<file path="src/rtl/multicycle_ctrl.sv">
// Sequencing controller for a multicycle MIPS datapath: steps each instruction through
// fetch/decode/execute/mem/writeback, decodes datapath controls, counts retirements, traps on faults.
module multicycle_ctrl #(
    parameter int CNT_W       = 32,
    parameter int MEM_TIMEOUT = 16
) (
    input  logic             clk,
    input  logic             rst,
    input  logic [5:0]       opcode,
    input  logic [5:0]       funct,
    input  logic             zero,
    input  logic             mem_ready,
    output logic             pc_en,
    output logic             iord,
    output logic             mem_read,
    output logic             mem_write,
    output logic             ir_write,
    output logic             reg_dst,
    output logic             mem2reg,
    output logic             reg_write,
    output logic             alu_src_a,
    output logic [1:0]       alu_src_b,
    output logic [1:0]       pc_src,
    output logic [2:0]       alu_control,
    output logic [3:0]       state,
    output logic [CNT_W-1:0] instr_count,
    output logic [1:0]       err_code
);

    typedef enum logic [3:0] {
        S_FETCH   = 4'd0,
        S_DECODE  = 4'd1,
        S_MEMADR  = 4'd2,
        S_MEMRD   = 4'd3,
        S_MEMWB   = 4'd4,
        S_MEMWR   = 4'd5,
        S_EXECUTE = 4'd6,
        S_ALUWB   = 4'd7,
        S_BRANCH  = 4'd8,
        S_ADDIEX  = 4'd9,
        S_ADDIWB  = 4'd10,
        S_JUMP    = 4'd11,
        S_TRAP    = 4'd12
    } state_t;

    localparam logic [5:0] OP_RTYPE = 6'b000000;
    localparam logic [5:0] OP_LW    = 6'b100011;
    localparam logic [5:0] OP_SW    = 6'b101011;
    localparam logic [5:0] OP_BEQ   = 6'b000100;
    localparam logic [5:0] OP_ADDI  = 6'b001000;
    localparam logic [5:0] OP_J     = 6'b000010;

    localparam logic [2:0] ALU_ADD = 3'b010;
    localparam logic [2:0] ALU_SUB = 3'b110;
    localparam logic [2:0] ALU_AND = 3'b000;
    localparam logic [2:0] ALU_OR  = 3'b001;
    localparam logic [2:0] ALU_SLT = 3'b111;

    localparam logic [1:0] ERR_OPCODE  = 2'b01;
    localparam logic [1:0] ERR_FUNCT   = 2'b10;
    localparam logic [1:0] ERR_TIMEOUT = 2'b11;

    // Wait counter only needs to reach MEM_TIMEOUT-1; it saturates so a disabled timeout never wraps.
    localparam int               WAIT_W     = (MEM_TIMEOUT > 1) ? $clog2(MEM_TIMEOUT + 1) : 1;
    localparam logic             TIMEOUT_EN = (MEM_TIMEOUT > 0);
    localparam logic [WAIT_W-1:0] WAIT_LAST = (MEM_TIMEOUT > 0) ? WAIT_W'(MEM_TIMEOUT - 1) : '0;
    localparam logic [WAIT_W-1:0] WAIT_MAX  = '1;

    function automatic logic funct_legal(input logic [5:0] f);
        logic ok;
        case (f)
            6'b100000, 6'b100010, 6'b100100, 6'b100101, 6'b101010: ok = 1'b1;
            default:                                               ok = 1'b0;
        endcase
        return ok;
    endfunction

    function automatic logic [2:0] funct_alu(input logic [5:0] f);
        logic [2:0] op;
        case (f)
            6'b100000: op = ALU_ADD;
            6'b100010: op = ALU_SUB;
            6'b100100: op = ALU_AND;
            6'b100101: op = ALU_OR;
            6'b101010: op = ALU_SLT;
            default:   op = ALU_ADD;
        endcase
        return op;
    endfunction

    state_t            state_r, state_next_s;
    logic [WAIT_W-1:0] wait_cnt_r;
    logic [CNT_W-1:0]  instr_count_r;
    logic [1:0]        err_code_r, err_next_s;
    logic              retire_s, timeout_hit_s, is_wait_s;

    logic pc_en_s, iord_s, mem_read_s, mem_write_s, ir_write_s;
    logic reg_dst_s, mem2reg_s, reg_write_s, alu_src_a_s;
    logic [1:0] alu_src_b_s, pc_src_s;
    logic [2:0] alu_control_s;

    assign timeout_hit_s = TIMEOUT_EN & ~mem_ready & (wait_cnt_r == WAIT_LAST);
    assign is_wait_s     = (state_r == S_FETCH) | (state_r == S_MEMRD) | (state_r == S_MEMWR);

    // Next-state, trap cause and retire decision.
    always_comb begin
        state_next_s = state_r;
        err_next_s   = err_code_r;
        retire_s     = 1'b0;
        case (state_r)
            S_FETCH: begin
                if (mem_ready) begin
                    state_next_s = S_DECODE;
                end else if (timeout_hit_s) begin
                    state_next_s = S_TRAP;
                    err_next_s   = ERR_TIMEOUT;
                end else begin
                    state_next_s = S_FETCH;
                end
            end
            S_DECODE: begin
                case (opcode)
                    OP_LW, OP_SW: state_next_s = S_MEMADR;
                    OP_RTYPE:     state_next_s = S_EXECUTE;
                    OP_BEQ:       state_next_s = S_BRANCH;
                    OP_ADDI:      state_next_s = S_ADDIEX;
                    OP_J:         state_next_s = S_JUMP;
                    default: begin
                        state_next_s = S_TRAP;
                        err_next_s   = ERR_OPCODE;
                    end
                endcase
            end
            S_MEMADR: begin
                if (opcode == OP_LW) begin
                    state_next_s = S_MEMRD;
                end else begin
                    state_next_s = S_MEMWR;
                end
            end
            S_MEMRD: begin
                if (mem_ready) begin
                    state_next_s = S_MEMWB;
                end else if (timeout_hit_s) begin
                    state_next_s = S_TRAP;
                    err_next_s   = ERR_TIMEOUT;
                end else begin
                    state_next_s = S_MEMRD;
                end
            end
            S_MEMWR: begin
                if (mem_ready) begin
                    state_next_s = S_FETCH;
                    retire_s     = 1'b1;
                end else if (timeout_hit_s) begin
                    state_next_s = S_TRAP;
                    err_next_s   = ERR_TIMEOUT;
                end else begin
                    state_next_s = S_MEMWR;
                end
            end
            S_EXECUTE: begin
                if (funct_legal(funct)) begin
                    state_next_s = S_ALUWB;
                end else begin
                    state_next_s = S_TRAP;
                    err_next_s   = ERR_FUNCT;
                end
            end
            S_MEMWB, S_ALUWB, S_BRANCH, S_ADDIWB, S_JUMP: begin
                state_next_s = S_FETCH;
                retire_s     = 1'b1;
            end
            S_ADDIEX: state_next_s = S_ADDIWB;
            S_TRAP:   state_next_s = S_TRAP;
            default:  state_next_s = S_FETCH;
        endcase
    end

    // State, wait counter, retire counter and sticky error code.
    always_ff @(posedge clk) begin
        if (rst) begin
            state_r       <= S_FETCH;
            wait_cnt_r    <= '0;
            instr_count_r <= '0;
            err_code_r    <= 2'b00;
        end else begin
            state_r    <= state_next_s;
            err_code_r <= err_next_s;
            if (retire_s) begin
                instr_count_r <= instr_count_r + CNT_W'(1);
            end else begin
                instr_count_r <= instr_count_r;
            end
            if (state_next_s != state_r) begin
                wait_cnt_r <= '0;
            end else if (is_wait_s && !mem_ready && (wait_cnt_r != WAIT_MAX)) begin
                wait_cnt_r <= wait_cnt_r + WAIT_W'(1);
            end else begin
                wait_cnt_r <= wait_cnt_r;
            end
        end
    end

    // Datapath control decode from the current state.
    always_comb begin
        pc_en_s       = 1'b0;
        iord_s        = 1'b0;
        mem_read_s    = 1'b0;
        mem_write_s   = 1'b0;
        ir_write_s    = 1'b0;
        reg_dst_s     = 1'b0;
        mem2reg_s     = 1'b0;
        reg_write_s   = 1'b0;
        alu_src_a_s   = 1'b0;
        alu_src_b_s   = 2'b00;
        pc_src_s      = 2'b00;
        alu_control_s = ALU_ADD;
        case (state_r)
            S_FETCH: begin
                mem_read_s  = 1'b1;
                alu_src_b_s = 2'b01;
                ir_write_s  = mem_ready;
                pc_en_s     = mem_ready;
            end
            S_DECODE:  alu_src_b_s = 2'b11;
            S_MEMADR: begin
                alu_src_a_s = 1'b1;
                alu_src_b_s = 2'b10;
            end
            S_MEMRD: begin
                iord_s     = 1'b1;
                mem_read_s = 1'b1;
            end
            S_MEMWB: begin
                mem2reg_s   = 1'b1;
                reg_write_s = 1'b1;
            end
            S_MEMWR: begin
                iord_s      = 1'b1;
                mem_write_s = 1'b1;
            end
            S_EXECUTE: begin
                alu_src_a_s   = 1'b1;
                alu_control_s = funct_alu(funct);
            end
            S_ALUWB: begin
                reg_dst_s   = 1'b1;
                reg_write_s = 1'b1;
            end
            S_BRANCH: begin
                alu_src_a_s   = 1'b1;
                alu_control_s = ALU_SUB;
                pc_src_s      = 2'b01;
                pc_en_s       = zero;
            end
            S_ADDIEX: begin
                alu_src_a_s = 1'b1;
                alu_src_b_s = 2'b10;
            end
            S_ADDIWB:  reg_write_s = 1'b1;
            S_JUMP: begin
                pc_src_s = 2'b10;
                pc_en_s  = 1'b1;
            end
            S_TRAP:    pc_en_s = 1'b0;
            default:   pc_en_s = 1'b0;
        endcase
    end

    // Reset suppresses every side-effecting enable in the same cycle it is asserted.
    assign pc_en       = pc_en_s & ~rst;
    assign ir_write    = ir_write_s & ~rst;
    assign mem_read    = mem_read_s & ~rst;
    assign mem_write   = mem_write_s & ~rst;
    assign reg_write   = reg_write_s & ~rst;
    assign iord        = iord_s;
    assign reg_dst     = reg_dst_s;
    assign mem2reg     = mem2reg_s;
    assign alu_src_a   = alu_src_a_s;
    assign alu_src_b   = alu_src_b_s;
    assign pc_src      = pc_src_s;
    assign alu_control = alu_control_s;
    assign state       = state_r;
    assign instr_count = instr_count_r;
    assign err_code    = err_code_r;

endmodule

</file>
<file path="config.mk">
export PLATFORM = sky130hd
export DESIGN_NAME = multicycle_ctrl
export DESIGN_NICKNAME = d
export VERILOG_FILES = /design/src/rtl/multicycle_ctrl.sv
export SDC_FILE = /design/constraint.sdc
export NUM_CORES = 1
export LEC_CHECK = 0
export CAP_MARGIN = 0
export CORE_MARGIN = 2
export CORE_UTILIZATION = 30
export DETAILED_ROUTE_END_ITERATION = 8
export DONT_BUFFER_PORTS = 1
export PLACE_DENSITY_LB_ADDON = 0.25
export SLEW_MARGIN = 15
export SYNTH_ARGS = -nofsm -noshare
export SYNTH_HDL_FRONTEND = slang
export SYNTH_SLANG_ARGS = --single-unit
</file>
<file path="constraint.sdc">
create_clock -name clk -period 5.1 [get_ports clk]
set_input_delay 0.51 -clock clk [delete_from_list [all_inputs] [get_ports clk]]
set_output_delay 0.51 -clock clk [all_outputs]
set_load 0.05 [all_outputs]
</file>
# Word-level counts from Yosys, hierarchy flattened
# Cells that the tools add are included.
dict set report classes {
  add_sub_neg 2
  eq_ne 29
  mux 32
  bitwise 10
  n_reduce_logical 18
}
# op n
set op_table {}
lappend op_table {{== test 6 bit (second input constant)} 7}
lappend op_table {{adder 32 x 1 -> 32 bit (second input constant)} 1}
lappend op_table {{case mux 4 bit (8 select lines)} 1}
lappend op_table {{2-to-1 mux 4 bit} 7}
lappend op_table {{== test 4 bit (second input constant)} 5}
lappend op_table {{case mux 4 bit (5 select lines)} 1}
lappend op_table {{== test 4 x 3 -> 1 bit (second input constant)} 4}
lappend op_table {{case mux 2 bit (3 select lines)} 2}
lappend op_table {{case mux 3 bit (4 select lines)} 1}
lappend op_table {{2-to-1 mux 1 bit} 11}
lappend op_table {{OR reduction 2 bit} 5}
lappend op_table {{OR reduction 5 bit} 2}
lappend op_table {{== test 4 x 2 -> 1 bit (second input constant)} 2}
lappend op_table {{2-to-1 mux 2 bit} 4}
lappend op_table {{bitwise AND 1 bit} 6}
lappend op_table {{== test 6 x 2 -> 1 bit (second input constant)} 1}
lappend op_table {{== test 6 x 3 -> 1 bit (second input constant)} 1}
lappend op_table {{== test 6 x 4 -> 1 bit (second input constant)} 1}
lappend op_table {{zero test 6 bit} 1}
lappend op_table {{inequality test 2 bit (second input constant)} 3}
lappend op_table {{case mux 3 bit (2 select lines)} 1}
lappend op_table {{OR reduction 3 bit} 2}
lappend op_table {{OR reduction 6 bit} 1}
lappend op_table {{adder 5 x 1 -> 5 bit (second input constant)} 1}
lappend op_table {{other kinds (17)} 20}
dict set report totals {
  ff_bits 43
  input_bits 16
  output_inout_bits 54
  word_cells 95
}

# Logic depth before layout (Yosys ltp)
dict set report logic_depth {
  word_depth 8
  depth_mapped 9
  mapped_depth_nobuf 9
}

# Least setup slack after synthesis
# No wires, ideal clock.
dict set report synth_path {
  path_kind {reg-to-output}
  from {reg state_r[2] (netlist: state[2])}
  to {out reg_write}
  t_arrival_ns 3.177
  required_time_ns 4.590
  path_slack_ns 1.413
  stages_incl_launch_ff 7
  path_buffers 2
  path_cell_list {dfxtp_1 -> buf_2 -> clkbuf_1 -> nand2b_1 -> nor3_1 -> a21oi_1 -> nor2_1}
}
dict set report synth_via {
  elab_chain_len 4
}
# element line
set synth_rtl {}
lappend synth_rtl {{start, declared} 91} ;# state_t state_r, state_next_s;
lappend synth_rtl {{start signal, assigned} 188} ;# state_r <= state_next_s;
lappend synth_rtl {{== test 4 bit / == test 4 x 3 -> 1 bit (equally long branches)} 219} ;# case (state_r)
lappend synth_rtl {{OR reduction 3 bit (no source line) *} -}
lappend synth_rtl {{2-to-1 mux 1 bit *} 219}
lappend synth_rtl {{bitwise AND 1 bit *} 276} ;# assign reg_write = reg_write_s & ~rst;
lappend synth_rtl {{end, declared} 20} ;# output logic reg_write,
# Every way passes the cells marked *; elsewhere a longest branch is shown, timed or not.

# Worst setup path in the final report
# Ends and elaborated chain as after synthesis.

==> impl.org <==
** Logic synthesis
- Dividing the synthesized area by the synthesized cell count gives 7.79 µm².
- Number of synthesized flops with an enable pin :: 0
- Synthesized instance count :: 334
- The synthesized netlist occupies a cell area of 2600 µm².
- Flip-flop and latch count after synthesis :: 43
- Portion of the post-synthesis area used by sequential elements :: 33.1%
- Main synth FF type :: sky130_fd_sc_hd__dfxtp_1
- Synthesized net count :: 354
- Number of library cell types mapped by synthesis :: 56
- For this run, the number of Yosys warnings is 0.
- For this run, asynchronously set or reset flops after synthesis account for 0%.

** Clocking
- TritonCTS built the clock tree.
- The clock tree synthesis step divided the H-tree into 2 levels.
- After clock tree synthesis, the setup repair step added 0 buffers.
- # clock sinks :: 43
- The number of clock buffers added by TritonCTS is 5.
- CTS Root Cell :: sky130_fd_sc_hd__clkbuf_8
- CTS clk-pin slew, worst paths :: 0.10 ns
- Quantity of hold-fixing buffers added after cts :: 0
- Latest clock arrival within the worst-skew pair :: 0.30 ns
- Number of buffers on the longest clock path :: 2
- Once the clock tree was built, the resizer swapped 0 gates to a different size.

** Global route
- Via count of the first global-routing pass :: 2007
- Global-route wire length before repair :: 10400 µm
- Total track usage :: 13.4%
- Antenna violations before repair :: 0
- Total overflow reported by the global router :: 0
- Pin count of the biggest net entering global routing :: 45

** Job
- Maximum Capacitance Violations :: 0

** Placed design
- Buffers on Ports :: 0
- Detailed placement HPWL :: 4690 µm
- Routability-driven placement finished with a final weighted congestion of 0.813.

** Route
- For this block, the routed nets add up to 6400 µm of wire.
- Residual antenna-violating net count after detailed routing :: 0
- Drt pass-1 iters :: 4
- DR vias :: 2293
- In the routed layout, each cell is associated on average with a via count of 5.28.
- Initial DRC Count :: 164
- Residual DRC count :: 0
- Wirelength per Cell :: 14.8 µm

** Setup path
- Kind of cell with the highest combined delay on the critical path :: simple AND/OR/NAND/NOR gates
- Largest fanout of any net on the critical path :: 18
- Together, buffers and inverters on the worst path number 1.
- Critical path class :: reg2out
- On the worst path, the slowest cell contributes a delay of 0.72 ns.
- Endpoint arrival time on the critical path :: 2.97 ns
- The worst setup path is launched from a register.
- Worst Path Required :: 4.59 ns
- Crit path cell chain :: buf_4 -> nand2b_1 -> nor3_2 -> a21oi_1 -> nor2_1
- Slowest CP cell :: sky130_fd_sc_hd__nor3_2
- STA classifies the critical path endpoint as an output pin.

** Floorplanning
- Die X-Extent :: 97.1 µm
- The core region is 8300 µm².
- Starting utilization of the core area :: 31.3%
- Area enclosed by the die boundary :: 9430 µm²
- Die Y-Extent :: 97.1 µm
- Count of boundary I/O pins :: 70
- The floorplan has 33 rows.

** Timing
- Count of final max-slew check failures :: 0
- Measured against its own limit, the worst slew margin works out to 27.4%.
- Worst Tran Pin Value :: 1.09 ns
- Final clock skew :: 0.0146 ns
- Maximum clock rate :: 0.288 GHz
- Setup repair after global routing missed its margin :: no
- Count of endpoints failing hold in the final timing report :: 0
- Sum Neg Setup Slack :: 0 ns
- Setup violations remaining at the end of the flow were counted as 0.
- After layout, the minimum clock period comes to 3.48 ns.
- Of the available clock period, the critical path in the final layout requires 68.2%.

** Power
- IR analysis of the VDD net gives a maximum drop of 112 µV.
- Overall power :: 0.706 mW
- In this run the power density over the cells is 250 nW/µm².
- Leakage power of the design :: 0.925 nW

** Final layout
- Total number of nets in the final design :: 348
- Fraction of final layout cells with drive strength greater than 1 :: 10.6%
- Layout Area Growth over Synthesis :: 8.37%
- Count of inserted antenna diode cells :: 0

** Min path
- Hold/Removal Path Class :: in2reg

** Run status
- Status :: completed
cells in the mapped netlist (all sizes together) (2+ instances only):
library cell,instances,share of area (%)
nor3b,2,0.58
a311oi,2,0.67
ha,4,1.9
and2,2,0.48
or3b,2,0.67
or2,3,0.72
nand2b,11,2.6
nand2,19,2.7
nand3b,3,0.87
xnor2,20,6.7
o21ai,10,1.9
o21bai,2,0.58
a31oi,3,0.72
inv,9,1.3
xor2,14,4.7
nor2b,3,0.72
a32oi,2,0.67
nor2,55,7.9
nand4,9,2.7
and3,5,1.3
dfxtp,43,33
buf,3,0.82
mux2i,3,1.2
a21oi,15,2.9
a21o,2,0.58
clkbuf,17,2.5
o31ai,2,0.58
or3,5,1.4
nor4b,2,0.67
nor4,5,1.4
nand3,14,2.7
nor3,24,4.8
and4,5,1.8
cells in the final DEF, fill, tap and decap left out, types with 4 or more instances in the layout:
cell	count
sky130_fd_sc_hd__and3_1	4
sky130_fd_sc_hd__nand2_1	19
sky130_fd_sc_hd__nor3_1	20
sky130_fd_sc_hd__a21oi_1	15
sky130_fd_sc_hd__dfxtp_1	43
sky130_fd_sc_hd__nand3_1	14
sky130_fd_sc_hd__nor3_2	4
sky130_fd_sc_hd__xnor2_1	20
sky130_fd_sc_hd__ha_1	4
sky130_fd_sc_hd__xor2_1	14
sky130_fd_sc_hd__and4_1	4
sky130_fd_sc_hd__nor2_1	55
sky130_fd_sc_hd__nand2b_1	11
sky130_fd_sc_hd__clkbuf_8	5
sky130_fd_sc_hd__nand4_1	8
sky130_fd_sc_hd__buf_4	7
sky130_fd_sc_hd__o21ai_0	8
sky130_fd_sc_hd__inv_1	9
registers in the layout, summed over array words and instances, names as in the netlist:
name	cells
instr_count	32
state	4
err_code	2
wait_cnt_r	5
power by group:
group | internal [mW] | switching [mW] | leakage, nW
clock | 0.0981 | 0.130 | 0.0408
sequential | 0.342 | 0.0213 | 0.347
combinational | 0.0361 | 0.0790 | 0.537
total | 0.476 | 0.230 | 0.925
layout make-up:
type	instances	area [µm²]
multi-input combinational	262	1650
inverter	9	33.8
clock buffer	5	68.8
tap	105	131
timing repair buffer	7	52.6
clock inverter	3	23.8
fill	890	5480
sequential	43	861
worst register-to-register path, delay by kind of cell, from the launching register on:
| family | cells | cell delay (ns) |
|---|---|---|
| XOR/XNOR | 1 | 0.12 |
| AND/OR/NAND/NOR | 3 | 1.15 |
| AO/OA/AOI/OAI | 2 | 0.54 |
| flip-flops | 1 | 0.63 |
| buffers and inverters | 1 | 0.37 |
through the flow:
stage / std cells / worst slack, ns / hold WS, ns / utilization, % / area [µm²]
final: 434 / 1.62 / 0.262 / 34.0 / 2820
after global routing: 434 / 1.43 / 0.235 / 34.0 / 2820
after CTS: 434 / 1.58 / 0.252 / 34.0 / 2820
after detailed placement: 426 / 1.92 / 0.512 / 32.9 / 2730
after global placement: 426 / 1.98 / 0.502 / 32.9 / 2730
after floorplan: 334 / 1.41 / 0.477 / - / 2600
cell families (layout without fill, tap and decap cells):
kind of cell             after synthesis  in the layout  synth area share, %
multiplexers                           4              4                 1.59
AND/OR/NAND/NOR                      172            172                 35.4
flip-flops                            43             43                 33.1
XOR/XNOR                              34             34                 11.4
AO/OA/AOI/OAI                         48             48                 11.9
adder cells (fa/ha/maj)                4              4                 1.92
buffers and inverters                 29             24                 4.57
metal layers:
layer	wire length, µm	vias up	GRT usage [%]
li1	-	1161	-
met1	2910	1050	18.1
met2	2930	73	20.1
met3	491	9	5.04
met4	68	0	3.36
met5	0	-	0
final timing paths:
kind / startpoint / end / slack, ns / cells past startpoint
hold / removal: rst / instr_count[15] / 0.26 / 1
setup / recovery: state[2] / reg_write / 1.62 / 5
hold reg to reg: wait_cnt_r[3] / wait_cnt_r[3] / 0.52 / 2
setup reg to reg: state[0] / wait_cnt_r[1] / 2.21 / 7
Power figures use the tool's default switching activity.
